<file path="src/rtl/sd_cmd_sequencer_if.sv">
// Signal bundle between the SD command sequencer and its neighbours.
// It carries the request handshake from the init/data FSMs, the transmitter
// strobe, the busy flag and the sampled CMD line, plus the response and status outputs.
// The "master" modport is the requester/transmitter side, and "slave" is the sequencer.
interface sd_cmd_sequencer_if;
    logic        req_valid;
    logic        req_ready;
    logic [5:0]  req_index;
    logic [31:0] req_arg;
    logic        req_resp;
    logic        send_en;
    logic [37:0] cmd_content;
    logic        sending;
    logic        sd_cmd_in;
    logic        done;
    logic        resp_valid;
    logic [47:0] resp_data;
    logic        err_timeout;
    logic        err_format;
    logic        err_tx;

    modport master (
        output req_valid, req_index, req_arg, req_resp, sending, sd_cmd_in,
        input  req_ready, send_en, cmd_content, done, resp_valid, resp_data,
               err_timeout, err_format, err_tx
    );

    modport slave (
        input  req_valid, req_index, req_arg, req_resp, sending, sd_cmd_in,
        output req_ready, send_en, cmd_content, done, resp_valid, resp_data,
               err_timeout, err_format, err_tx
    );
endinterface

</file>
<file path="src/rtl/sd_cmd_sequencer.sv">
// Command-level controller for the SD CMD path.
// It takes one request at a time and strobes it into the transmitter.
// It follows the transmitter busy flag, then captures the 48-bit response,
// or it flags a tx, timeout or format error.
// After each command it holds an idle gap before it accepts the next request.
// All outputs are registered.
module sd_cmd_sequencer #(
    parameter int NCR_MAX      = 64,
    parameter int NCC_MIN      = 8,
    parameter int TX_START_MAX = 255
) (
    input logic             sd_clk,
    input logic             reset,
    sd_cmd_sequencer_if.slave bus
);

    localparam int CNT_MAX_A = (NCR_MAX > NCC_MIN) ? NCR_MAX : NCC_MIN;
    localparam int CNT_MAX   = (CNT_MAX_A > TX_START_MAX) ? CNT_MAX_A : TX_START_MAX;
    localparam int CNT_W     = (CNT_MAX < 2) ? 1 : $clog2(CNT_MAX + 1);

    typedef enum logic [2:0] {
        IDLE,
        LAUNCH,
        WAIT_TX_START,
        WAIT_TX_END,
        WAIT_RESP,
        RX,
        GAP
    } state_t;

    state_t           state;
    logic [CNT_W-1:0] cnt;
    logic [CNT_W-1:0] cnt_inc;
    logic [5:0]       bit_cnt;
    logic             resp_expected;
    logic             tx_limit;
    logic             ncr_limit;
    logic             ncc_limit;

    // The shared wait counter saturates instead of wrapping.
    // Each limit flag marks the cycle in which the count reaches its bound.
    assign cnt_inc   = (cnt == {CNT_W{1'b1}}) ? cnt : cnt + CNT_W'(1);
    assign tx_limit  = (int'(cnt) + 1 >= TX_START_MAX);
    assign ncr_limit = (int'(cnt) + 1 >= NCR_MAX);
    assign ncc_limit = (int'(cnt) + 1 >= NCC_MIN);

    // This block holds the command sequencing FSM and all of its registered outputs.
    always_ff @(posedge sd_clk or posedge reset) begin
        if (reset) begin
            state           <= IDLE;
            cnt             <= '0;
            bit_cnt         <= '0;
            resp_expected   <= 1'b0;
            bus.req_ready   <= 1'b1;
            bus.send_en     <= 1'b0;
            bus.cmd_content <= '0;
            bus.done        <= 1'b0;
            bus.resp_valid  <= 1'b0;
            bus.resp_data   <= '0;
            bus.err_timeout <= 1'b0;
            bus.err_format  <= 1'b0;
            bus.err_tx      <= 1'b0;
        end else begin
            bus.send_en <= 1'b0;
            bus.done    <= 1'b0;
            unique case (state)
                IDLE: begin
                    if (bus.req_valid) begin
                        bus.cmd_content <= {bus.req_index, bus.req_arg};
                        resp_expected   <= bus.req_resp;
                        bus.resp_valid  <= 1'b0;
                        bus.err_timeout <= 1'b0;
                        bus.err_format  <= 1'b0;
                        bus.err_tx      <= 1'b0;
                        bus.req_ready   <= 1'b0;
                        bus.send_en     <= 1'b1;
                        state           <= LAUNCH;
                    end
                end
                LAUNCH: begin
                    cnt   <= '0;
                    state <= WAIT_TX_START;
                end
                WAIT_TX_START: begin
                    if (bus.sending) begin
                        cnt   <= '0;
                        state <= WAIT_TX_END;
                    end else if (tx_limit) begin
                        bus.err_tx <= 1'b1;
                        bus.done   <= 1'b1;
                        cnt        <= '0;
                        state      <= GAP;
                    end else begin
                        cnt <= cnt_inc;
                    end
                end
                WAIT_TX_END: begin
                    if (!bus.sending) begin
                        cnt <= '0;
                        if (resp_expected) begin
                            state <= WAIT_RESP;
                        end else begin
                            bus.done <= 1'b1;
                            state    <= GAP;
                        end
                    end
                end
                WAIT_RESP: begin
                    if (!bus.sd_cmd_in) begin
                        bus.resp_data[47] <= bus.sd_cmd_in;
                        bit_cnt           <= 6'd1;
                        state             <= RX;
                    end else if (ncr_limit) begin
                        bus.err_timeout <= 1'b1;
                        bus.done        <= 1'b1;
                        cnt             <= '0;
                        state           <= GAP;
                    end else begin
                        cnt <= cnt_inc;
                    end
                end
                RX: begin
                    bus.resp_data[6'd47 - bit_cnt] <= bus.sd_cmd_in;
                    if (bit_cnt == 6'd47) begin
                        if (!bus.resp_data[46] && bus.sd_cmd_in) begin
                            bus.resp_valid <= 1'b1;
                        end else begin
                            bus.err_format <= 1'b1;
                        end
                        bus.done <= 1'b1;
                        cnt      <= '0;
                        state    <= GAP;
                    end else begin
                        bit_cnt <= bit_cnt + 6'd1;
                    end
                end
                GAP: begin
                    if (ncc_limit) begin
                        bus.req_ready <= 1'b1;
                        state         <= IDLE;
                    end else begin
                        cnt <= cnt_inc;
                    end
                end
                default: begin
                    bus.req_ready <= 1'b1;
                    state         <= IDLE;
                end
            endcase
        end
    end

endmodule

</file>
<file path="src/flat_wrapper.sv">
// flat-port wrapper written by rule: the top's interface ports become plain ports
module sd_cmd_sequencer_flat 
#(
    parameter int NCR_MAX      = 64,
    parameter int NCC_MIN      = 8,
    parameter int TX_START_MAX = 255
)
  (sd_clk, reset, bus_req_valid, bus_req_index, bus_req_arg, bus_req_resp, bus_sending, bus_sd_cmd_in, bus_req_ready, bus_send_en, bus_cmd_content, bus_done, bus_resp_valid, bus_resp_data, bus_err_timeout, bus_err_format, bus_err_tx);
  sd_cmd_sequencer_if bus_i ();
  input logic sd_clk;
  input logic reset;
  input wire logic [$bits(bus_i.req_valid)-1:0] bus_req_valid;
  input wire logic [$bits(bus_i.req_index)-1:0] bus_req_index;
  input wire logic [$bits(bus_i.req_arg)-1:0] bus_req_arg;
  input wire logic [$bits(bus_i.req_resp)-1:0] bus_req_resp;
  input wire logic [$bits(bus_i.sending)-1:0] bus_sending;
  input wire logic [$bits(bus_i.sd_cmd_in)-1:0] bus_sd_cmd_in;
  output wire logic [$bits(bus_i.req_ready)-1:0] bus_req_ready;
  output wire logic [$bits(bus_i.send_en)-1:0] bus_send_en;
  output wire logic [$bits(bus_i.cmd_content)-1:0] bus_cmd_content;
  output wire logic [$bits(bus_i.done)-1:0] bus_done;
  output wire logic [$bits(bus_i.resp_valid)-1:0] bus_resp_valid;
  output wire logic [$bits(bus_i.resp_data)-1:0] bus_resp_data;
  output wire logic [$bits(bus_i.err_timeout)-1:0] bus_err_timeout;
  output wire logic [$bits(bus_i.err_format)-1:0] bus_err_format;
  output wire logic [$bits(bus_i.err_tx)-1:0] bus_err_tx;
  assign bus_i.req_valid = bus_req_valid;
  assign bus_i.req_index = bus_req_index;
  assign bus_i.req_arg = bus_req_arg;
  assign bus_i.req_resp = bus_req_resp;
  assign bus_i.sending = bus_sending;
  assign bus_i.sd_cmd_in = bus_sd_cmd_in;
  assign bus_req_ready = bus_i.req_ready;
  assign bus_send_en = bus_i.send_en;
  assign bus_cmd_content = bus_i.cmd_content;
  assign bus_done = bus_i.done;
  assign bus_resp_valid = bus_i.resp_valid;
  assign bus_resp_data = bus_i.resp_data;
  assign bus_err_timeout = bus_i.err_timeout;
  assign bus_err_format = bus_i.err_format;
  assign bus_err_tx = bus_i.err_tx;
  sd_cmd_sequencer #(.NCR_MAX(NCR_MAX), .NCC_MIN(NCC_MIN), .TX_START_MAX(TX_START_MAX)) u_core (.sd_clk(sd_clk), .reset(reset), .bus(bus_i));
endmodule
</file>
<file path="config.mk">
export PLATFORM = sky130hd
export DESIGN_NAME = sd_cmd_sequencer_flat
export DESIGN_NICKNAME = d
export VERILOG_FILES = /design/src/rtl/sd_cmd_sequencer_if.sv /design/src/rtl/sd_cmd_sequencer.sv /design/src/flat_wrapper.sv
export SDC_FILE = /design/constraint.sdc
export NUM_CORES = 1
export LEC_CHECK = 0
export CAP_MARGIN = 20
export CORE_ASPECT_RATIO = 0.7
export CORE_UTILIZATION = 53
export DETAILED_ROUTE_END_ITERATION = 8
export MAX_ROUTING_LAYER = met4
export PLACE_DENSITY = 0.86
export SLEW_MARGIN = 20
export SYNTH_ARGS = -nofsm -noshare
export SYNTH_HDL_FRONTEND = slang
export SYNTH_SLANG_ARGS = --single-unit
</file>
<file path="constraint.sdc">
create_clock -name sd_clk -period 11.09 [get_ports sd_clk]
set_clock_uncertainty 0.05 [all_clocks]
set_input_delay 2.218 -clock sd_clk [delete_from_list [all_inputs] [get_ports sd_clk]]
set_output_delay 2.218 -clock sd_clk [all_outputs]
set_load 0.005 [all_outputs]
</file>
# Yosys cells after proc, flatten, opt, wreduce, memory -nomap -nowiden
# Cells that the tools add are included.
# totals
regBits	111
output_inout_bits	93
# classes
add_sub_neg	4
n_lt_le_gt_ge	5
eq_ne	23
n_mux	52
bitwise	1
n_reduce_logical	20
# ops
cell	count
$mux 8	8
$bwmux 48	1
$pmux 8 s6	1
$ge 32x5->1 const B	1
$ge 32x8->1 const B	1
$ge 32x9->1 const B	1
$mux 3	8
$mux 1	21
$pmux 3 s7	1
$ne 2x2->1 const B	8
$reduce_and 4->1	4
$mux 6	2
$pmux 6 s2	1
$ne 2x1->1 const B	5
$pmux 1 s2	5
$add 8x1->9 const B	1
$eq 3x3->1 const B	3
$add 8x1->8 const B	1
$eq 8x8->1 const B	1
$reduce_bool 2->1	4
$lt 6x7->1 const B	1
$add 6x1->6 const B	1
$demux 1 s6	1
$eq 3x2->1 const B	2
18 further kinds	22

# Logic depth before layout (Yosys ltp)
# Gate-level depths: netlist of the first run.
# depth
ltp_word	7
ltp_mapped	9

# Worst setup path after synthesis of the first run
# No wires, ideal clock.
# synth_timing
path_type	input -> register
from	input bus_req_valid
to	register u_core.state[1]
setup_time_ns	0.121
arrival_time_ns	3.141
required_ns	10.919
slack_ns	7.778
cell_stages	6
cell_sequence	nor3_1 -> a31oi_1 -> nor2_1 -> a311o_1 -> a21o_1 -> o22a_1
# synth_between
elab_chain_cells	2
# synth_rtl
element	line_no	rtl
start: declaration	flat_wrapper.sv:12	input wire logic [$bits(bus_i.req_valid)-1:0] bus_req_valid;
$ne 2x2->1 (no source line)	n/a	
$reduce_and 6->1 (no source line)	n/a	
end signal: assignment	sd_cmd_sequencer.sv:50	state <= IDLE;
end signal: assignment	sd_cmd_sequencer.sv:77	state <= LAUNCH;
end signal: assignment	sd_cmd_sequencer.sv:82	state <= WAIT_TX_START;
end: declaration	sd_cmd_sequencer.sv:31	state_t state;
# Every way passes these cells.
# A chain may end at the register's enable or synchronous reset.

# Final worst setup path of the first run
# layout_timing
from	input bus_sd_cmd_in
to	register u_core.cnt[3]
# layout_between
elab_chain_cells	2
# layout_rtl
element	line_no	rtl
start: declaration	flat_wrapper.sv:17	input wire logic [$bits(bus_i.sd_cmd_in)-1:0] bus_sd_cmd_in;
$ne 2x2->1 (no source line)	n/a	
$reduce_and 5->1 (no source line)	n/a	
end signal: assignment	sd_cmd_sequencer.sv:94	cnt <= cnt_inc;
end signal: assignment	sd_cmd_sequencer.sv:119	cnt <= cnt_inc;
end signal: assignment	sd_cmd_sequencer.sv:142	cnt <= cnt_inc;
end: declaration	sd_cmd_sequencer.sv:32	logic [CNT_W-1:0] cnt;
# Every way passes these cells.

==> results of run 1 <==
[per-stage QoR]
stage | cell area (µm²) | utilization | setup WS [ps] | instances
after floorplan | 5230 | - | 5890 | 577
after CTS | 6920 | 0.743 | 7010 | 823
after global placement | 6640 | 0.712 | 6730 | 807
final | 6920 | 0.743 | 6990 | 823
after detailed placement | 6640 | 0.712 | 6640 | 807
after global routing | 6920 | 0.743 | 6840 | 823
[layout make-up]
class,instances,area [µm²]
sequential,111,2780
fill,638,2400
multi-input combinational,422,2280
timing repair buffer,139,1380
clock buffer,11,243
tap,124,155
inverter,11,43.8
clock inverter,5,41.3
[critical path: cells and delay by family]
kind / cells / cell delay [ps]
buffers and inverters: 3 / 1000
AOI/OAI and AO/OA: 4 / 1060
[final timing paths]
kind                       slack (ps)                                endpoint
setup / recovery                 6990               u_core.cnt[3]$_DFFE_PP0P_
hold / removal                    420  u_core.bus.cmd_content[27]$_DFFE_PP0P_
setup reg to reg                 8560               u_core.cnt[3]$_DFFE_PP0P_
hold reg to reg                   420  u_core.bus.cmd_content[27]$_DFFE_PP0P_
max in group asynchronous        7530           u_core.bus.err_tx$_DFFE_PP0P_
min in group asynchronous        2170  u_core.bus.cmd_content[28]$_DFFE_PP0P_
[flip-flops by register name, summed over array words and instances, names as in the netlist, 3 cells and up]
register / count
u_core.state: 3
u_core.cnt: 8
u_core.bit_cnt: 6
u_core.bus.resp_data: 48
u_core.bus.cmd_content: 38
[power by group]
part	internal [mW]	leakage, nW	switching [mW]
Clock	0.161	0.138	0.152
Sequential	0.498	1.24	0.0983
Combinational	0.242	1.59	0.234
[cell usage after synthesis (3+ instances only)]
master / instances
sky130_fd_sc_hd__nor4_2: 3
sky130_fd_sc_hd__o21ai_0: 54
sky130_fd_sc_hd__o21a_1: 3
sky130_fd_sc_hd__xor2_1: 4
sky130_fd_sc_hd__and3_1: 6
sky130_fd_sc_hd__ha_1: 6
sky130_fd_sc_hd__nand3b_1: 3
sky130_fd_sc_hd__nand2_1: 190
sky130_fd_sc_hd__nor3_1: 5
sky130_fd_sc_hd__o31ai_1: 26
sky130_fd_sc_hd__a211oi_1: 12
sky130_fd_sc_hd__dfrtp_1: 110
sky130_fd_sc_hd__a22o_1: 3
sky130_fd_sc_hd__a21o_1: 4
sky130_fd_sc_hd__o21ai_1: 7
sky130_fd_sc_hd__nand2b_1: 4
sky130_fd_sc_hd__a21oi_1: 8
sky130_fd_sc_hd__nand3_1: 7
sky130_fd_sc_hd__o22a_1: 3
sky130_fd_sc_hd__nor2_1: 23
sky130_fd_sc_hd__inv_1: 10
sky130_fd_sc_hd__a31oi_1: 3
sky130_fd_sc_hd__nand4_1: 5
sky130_fd_sc_hd__nor2b_1: 4
sky130_fd_sc_hd__clkbuf_1: 27
sky130_fd_sc_hd__buf_2: 4
sky130_fd_sc_hd__and2_1: 5
sky130_fd_sc_hd__o22ai_1: 3
[cells by family (layout without fill, tap and decap cells)]
| family | Yosys count | in the layout | synth area share |
|---|---|---|---|
| buffers and inverters | 44 | 166 | 0.0332 |
| xor gates and xnor gates | 5 | 5 | 0.00837 |
| adders and majority gates | 6 | 6 | 0.0144 |
| DFF | 111 | 111 | 0.531 |
| and+or+nand+nor | 267 | 267 | 0.226 |
| AOI/OAI and AO/OA | 142 | 142 | 0.183 |
| muxes | 2 | 2 | 0.00407 |
[layout by cell type, fill, tap and decap left out, drive strengths merged, types with 4 or more instances in the layout]
cell type	netlist	layout
nand2	190	190
clkdlybuf4s50	0	136
dfrtp	110	110
o21ai	61	61
o31ai	26	26
nor2	23	23
inv	10	13
a211oi	12	12
clkbuf	27	11
a21oi	10	10
nand3	8	8
and3	6	6
ha	6	6
and2	5	5
nor3	5	5
nand4	5	5
nor2b	4	4
nand2b	4	4
a21o	4	4
xor2	4	4
nor4	4	4
[per-layer routing]
metal / vias up / GRT usage / part of all wire
li1: 2223 / - / -
met4: 0 / 0.0797 / 0.012
met2: 197 / 0.417 / 0.46
met3: 15 / 0.0612 / 0.073
met1: 2234 / 0.376 / 0.45
met5: - / - / 0
==> results.py, run 1 <==
metrics = {
    "run_status": {
        "status": "finished clean",
    },
    "floorplan": {
        "start_util": 0.561,
        "core_mm2": 0.00933,
        "placementRows": 29,
        "io-pin-count": 137,
        "die_width_um": 121,
        "chipHeight_um": 85.1,
        "die_area_mm2": 0.0103,
    },
    "clock_network": {
        "worstSkewPairLatency_ps": 350,
        "post_cts.repair.setup_buffers": 0,
        "cts-resized-gates": 0,
        "cts-buffers-inserted": 9,
        "max-clock-path-buffers": 2,
        "cts.sinks": 111,
        "cts_tree": "done",
        "htree_num_levels": 3,
        "cts_hold_buf": 0,
        "cts.clk_slew.worst_paths_ps": 70,
        "ctsRootBufferMaster": "sky130_fd_sc_hd__clkbuf_16",
    },
    "place": {
        "routabilityCongestion": 0.940,
        "io_buffer_count": 136,
        "place_hpwl_mm": 9.11,
    },
    "cells_and_area": {
        "area.growth.synth_to_final_pct": 32.4,
        "layout-drive-gt1-share": 0.0529,
        "fin_nets": 744,
        "antenna-diode-count": 0,
    },
    "worst_setup_path": {
        "crit_slowest_cell": "sky130_fd_sc_hd__clkdlybuf4s50_1",
        "first_element_of_the_critical_path": "bus_sd_cmd_in",
        "regToRegStartpoint": "u_core.cnt[1]$_DFFE_PP0P_",
        "critPathRequiredTime_ps": 11280,
        "cp_max_fo": 51,
        "critPathMaxStageDelay_ps": 510,
        "type_of_the_worst_setup_path": "in -> reg",
        "cp-start-kind": "primary input",
        "timing.critical_path.to_type": "flip-flop",
        "worstRegToRegCells": 7,
        "crit_path_cell_trace": "clkdlybuf4s50_1 -> inv_1 -> buf_4 -> o21ai_0 -> o211ai_2 -> a21oi_2 -> a221o_1",
        "cp_data_arrival_time_ps": 4290,
    },
    "drt": {
        "wirelength_per_cell_um": 15.8,
        "routed_wl_mm": 13.0,
        "route.vias.total": 4669,
        "vias_per_cell": 5.67,
        "antenna_violating_nets_post_route": 0,
        "drc": 0,
        "drt-pass1-iter-count": 5,
        "1st_iter_drt_viols": 399,
    },
    "grt": {
        "global_route.usage.total": 0.276,
        "grt_pass1_wl_mm": 21.4,
        "first_global_vias": 4401,
        "pin_count_of_the_biggest_net_entering_global_routing": 78,
        "overflow": 0,
        "grt_antenna_before_repair": 0,
    },
    "logic_synthesis": {
        "netlist.area_leader.share": 0.526,
        "synth_async_sr_flop_share": 1.00,
        "ys_ff_latch": 111,
        "synth_top_cells_by_area": "sky130_fd_sc_hd__dfrtp_1 (53%), sky130_fd_sc_hd__nand2_1 (14%), sky130_fd_sc_hd__o21ai_0 (5.2%)",
        "synthesis.area_mm2": 0.00523,
        "synth_enable_flop_cells": 0,
        "post_synth_num_cell_types": 59,
        "yosys_most_used_dff": "sky130_fd_sc_hd__dfrtp_1",
        "netlist_instances": 577,
        "sequential_cell_area_fraction_in_the_yosys_report": 0.531,
        "synthesis.yosys.warnings": 0,
        "synthesis.nets": 627,
        "netlist.top_cell.by_area": "sky130_fd_sc_hd__dfrtp_1",
        "syn-mean-instance-area_um2": 9.07,
    },
    "power": {
        "total_leakage_power_nw": 2.97,
        "pwr_density_cell_mw_per_mm2": 200,
        "fin_total_pwr_mw": 1.39,
        "vdd_drop_max_mv": 0.132,
    },
    "timing": {
        "fin_worst_hold_slack_ps": 425,
        "remaining_max_slew_budget_at_the_tightest_pin": 0.376,
        "count_of_final_setup_violators": 0,
        "slew_viol_final": 0,
        "final.period_utilization": 0.370,
        "fmax_ghz": 0.244,
        "setup-tns-final_ps": 0,
        "slew_at_the_pin_closest_to_its_max_slew_limit_ps": 937,
        "min_period_ps": 4100,
        "grt_setup_unrepaired": "no",
        "hold_viol_final": 0,
    },
    "job": {
        "max-cap-violations": 0,
    },
    "min_path": {
        "hp-class": "reg -> reg",
        "holdCritStartpoint": "u_core.bus.cmd_content[27]$_DFFE_PP0P_",
        "timing.hold.worst_path_depth": 2,
    },
}
(Power assumes the default switching activity.)
==> run 2: changes to the inputs <==
--- a/config.mk
+++ b/config.mk
@@ -7,10 +7,10 @@
 export LEC_CHECK = 0
 export CAP_MARGIN = 20
 export CORE_ASPECT_RATIO = 0.7
-export CORE_UTILIZATION = 53
+export CORE_UTILIZATION = 44
 export DETAILED_ROUTE_END_ITERATION = 8
 export MAX_ROUTING_LAYER = met4
-export PLACE_DENSITY = 0.86
+export PLACE_DENSITY = 0.76
 export SLEW_MARGIN = 20
 export SYNTH_ARGS = -nofsm -noshare
 export SYNTH_HDL_FRONTEND = slang
==> constraint.sdc (replaced) <==
create_clock -name sd_clk -period 3.7 [get_ports sd_clk]
set_clock_uncertainty 0.05 [all_clocks]
set_input_delay 0.74 -clock sd_clk [delete_from_list [all_inputs] [get_ports sd_clk]]
set_output_delay 0.74 -clock sd_clk [all_outputs]
set_load 0.005 [all_outputs]
==> results.py, run 2 (synthesis results as in run 1) <==
metrics = {
    "place": {
        "pre_cts_slack_ps": 1130,
        "routabilityCongestion": 0.900,
        "place_hpwl_mm": 9.54,
        "io_buffer_count": 136,
        "place.detailed.instances": 839,
    },
    "cells_and_area": {
        "area.growth.synth_to_final_pct": 34.2,
        "antenna-diode-count": 0,
        "reg.largest.list": "u_core.bus.resp_data: 48 flops, u_core.bus.cmd_content: 38 flops, u_core.cnt: 8 flops",
        "fin_cells": 855,
        "final.fill_count": 958,
        "most-common-layout-cells": "sky130_fd_sc_hd__nand2_1 (190), sky130_fd_sc_hd__clkdlybuf4s50_1 (136), sky130_fd_sc_hd__dfrtp_1 (110)",
        "largest_register_ff_count": 48,
        "fin_nets": 747,
        "layout-drive-gt1-share": 0.0570,
        "final_common_cell": "sky130_fd_sc_hd__nand2_1",
        "area.sequential_mm2": 0.00278,
        "area_taken_by_multi_input_logic_gates_mm2": 0.00228,
        "largest-register": "u_core.bus.resp_data",
    },
    "timing": {
        "grt_setup_unrepaired": "no",
        "setup-tns-final_ps": 0,
        "fmax_ghz": 0.387,
        "final_critical_path_setup_slack_ps": 1110,
        "slew_viol_final": 0,
        "hold_viol_final": 0,
        "remaining_max_slew_budget_at_the_tightest_pin": 0.453,
        "count_of_final_setup_violators": 0,
        "final.period_utilization": 0.699,
        "min_period_ps": 2590,
        "slew_at_the_pin_closest_to_its_max_slew_limit_ps": 819,
    },
    "floorplan": {
        "die_area_mm2": 0.0123,
        "io-pin-count": 137,
        "start_util": 0.463,
        "die_width_um": 132,
        "core_mm2": 0.0113,
        "chipHeight_um": 93.2,
        "placementRows": 32,
    },
    "worst_setup_path": {
        "crit-reg2reg-capture": "u_core.cnt[3]$_DFFE_PP0P_",
        "regToRegStartpoint": "u_core.cnt[1]$_DFFE_PP0P_",
        "worstRegToRegCells": 7,
        "timing.critical_path.to_type": "flip-flop",
        "cp_max_fo": 8,
        "cp_data_arrival_time_ps": 2770,
        "critPathRequiredTime_ps": 3880,
        "cp-start-kind": "flip-flop",
        "type_of_the_worst_setup_path": "reg -> reg",
        "ff2ff_setup_slack_ps": 1110,
        "first_element_of_the_critical_path": "u_core.cnt[1]$_DFFE_PP0P_",
    },
    "min_path": {
        "min_to": "u_core.bus.cmd_content[20]$_DFFE_PP0P_",
        "hp-class": "reg -> reg",
        "timing.hold.worst_path_depth": 2,
        "holdCritStartpoint": "u_core.bus.cmd_content[20]$_DFFE_PP0P_",
    },
    "grt": {
        "grt_pass1_wl_mm": 22.0,
        "first_global_vias": 4306,
        "overflow": 0,
        "pin_count_of_the_biggest_net_entering_global_routing": 58,
        "grt_antenna_before_repair": 0,
        "global_route.usage.total": 0.232,
    },
    "clock_network": {
        "htree_num_levels": 3,
        "cts_hold_buf": 0,
        "cts.sinks": 111,
        "cts.clk_slew.worst_paths_ps": 70,
        "cts_tree": "done",
        "max-clock-path-buffers": 2,
        "cts-resized-gates": 0,
        "cts-buffers-inserted": 9,
        "post_cts.repair.setup_buffers": 0,
        "worstSkewPairLatency_ps": 340,
        "ctsRootBufferMaster": "sky130_fd_sc_hd__clkbuf_16",
    },
    "job": {
        "max-cap-violations": 0,
    },
    "power": {
        "cell_internal_pwr_mw": 2.77,
        "total_leakage_power_nw": 2.99,
        "vdd_drop_max_mv": 0.378,
        "switching_power_mw": 1.44,
        "p_seq_frac": 0.426,
        "clock_power_share": 0.233,
        "share_comb_of_total_power": 0.341,
        "power.switching_fraction": 0.341,
        "fin_total_pwr_mw": 4.20,
        "pwr_density_cell_mw_per_mm2": 599,
    },
    "drt": {
        "route.vias.total": 4643,
        "antenna_violating_nets_post_route": 0,
        "drc": 0,
        "vias_per_cell": 5.43,
        "1st_iter_drt_viols": 310,
        "wirelength_per_cell_um": 15.7,
        "drt-pass1-iter-count": 5,
        "routed_wl_mm": 13.4,
    },
    "run_status": {
        "status": "finished clean",
    },
}
[run 2: critical path, stage by stage, from the launching register on]
cell and delay (ps):
sky130_fd_sc_hd__dfrtp_1 520, sky130_fd_sc_hd__ha_1 370, sky130_fd_sc_hd__and3_1 270, sky130_fd_sc_hd__nand4_1 170, sky130_fd_sc_hd__a21oi_4 280, sky130_fd_sc_hd__and2b_4 250, sky130_fd_sc_hd__o311ai_4 170, sky130_fd_sc_hd__a221o_1 390
[run 2: per-stage QoR]
step                utilization  hold slack [ps]  instance area [µm²]
detailed placement        0.595              412                 6710
finish                    0.622              422                 7020
global route              0.622              447                 7020
floorplan                     -              400                 5240
CTS                       0.622              424                 7020
global placement          0.595              402                 6710
[run 2: cell type report]
| class | count | area share |
|---|---|---|
| clock buffers | 10 | 0.0340 |
| clock inverters | 6 | 0.00963 |
| inverters | 11 | 0.00642 |
| multi-input cells | 422 | 0.325 |
| flip-flops and latches | 111 | 0.396 |
| well taps | 153 | 0.0273 |
| repair buffers | 142 | 0.202 |
[run 2: how the worst max path moves through the flow]
stage	end	slack, ps	depth (start not counted)
6_report	u_core.cnt[3]$_DFFE_PP0P_	1110	7
3_3_place_gp	u_core.cnt[3]$_DFFE_PP0P_	1240	5
2_1_floorplan	u_core.cnt[4]$_DFFE_PP0P_	1540	7
5_1_grt	u_core.cnt[3]$_DFFE_PP0P_	980	7
3_5_place_dp	u_core.cnt[6]$_DFFE_PP0P_	1130	6
4_1_cts	u_core.cnt[3]$_DFFE_PP0P_	1170	7
[run 2: power by group through the flow]
stage | Sequential [mW] | Clock (mW) | Combinational (mW)
after floorplan | 1.70 | 0 | 0.793
after global routing | 1.83 | 1.05 | 1.59
after CTS | 1.79 | 1.01 | 1.44
after detailed placement | 1.80 | 0 | 1.43
after global placement | 1.78 | 0 | 1.39
final | 1.79 | 0.982 | 1.43
[run 2: layer usage]
| metal | global-route usage | vias up | share of wire |
|---|---|---|---|
| li1 | - | 2228 | - |
| met4 | 0.0508 | 0 | 0.011 |
| met2 | 0.353 | 201 | 0.45 |
| met1 | 0.314 | 2202 | 0.46 |
| met3 | 0.0618 | 12 | 0.074 |
| met5 | - | - | 0 |
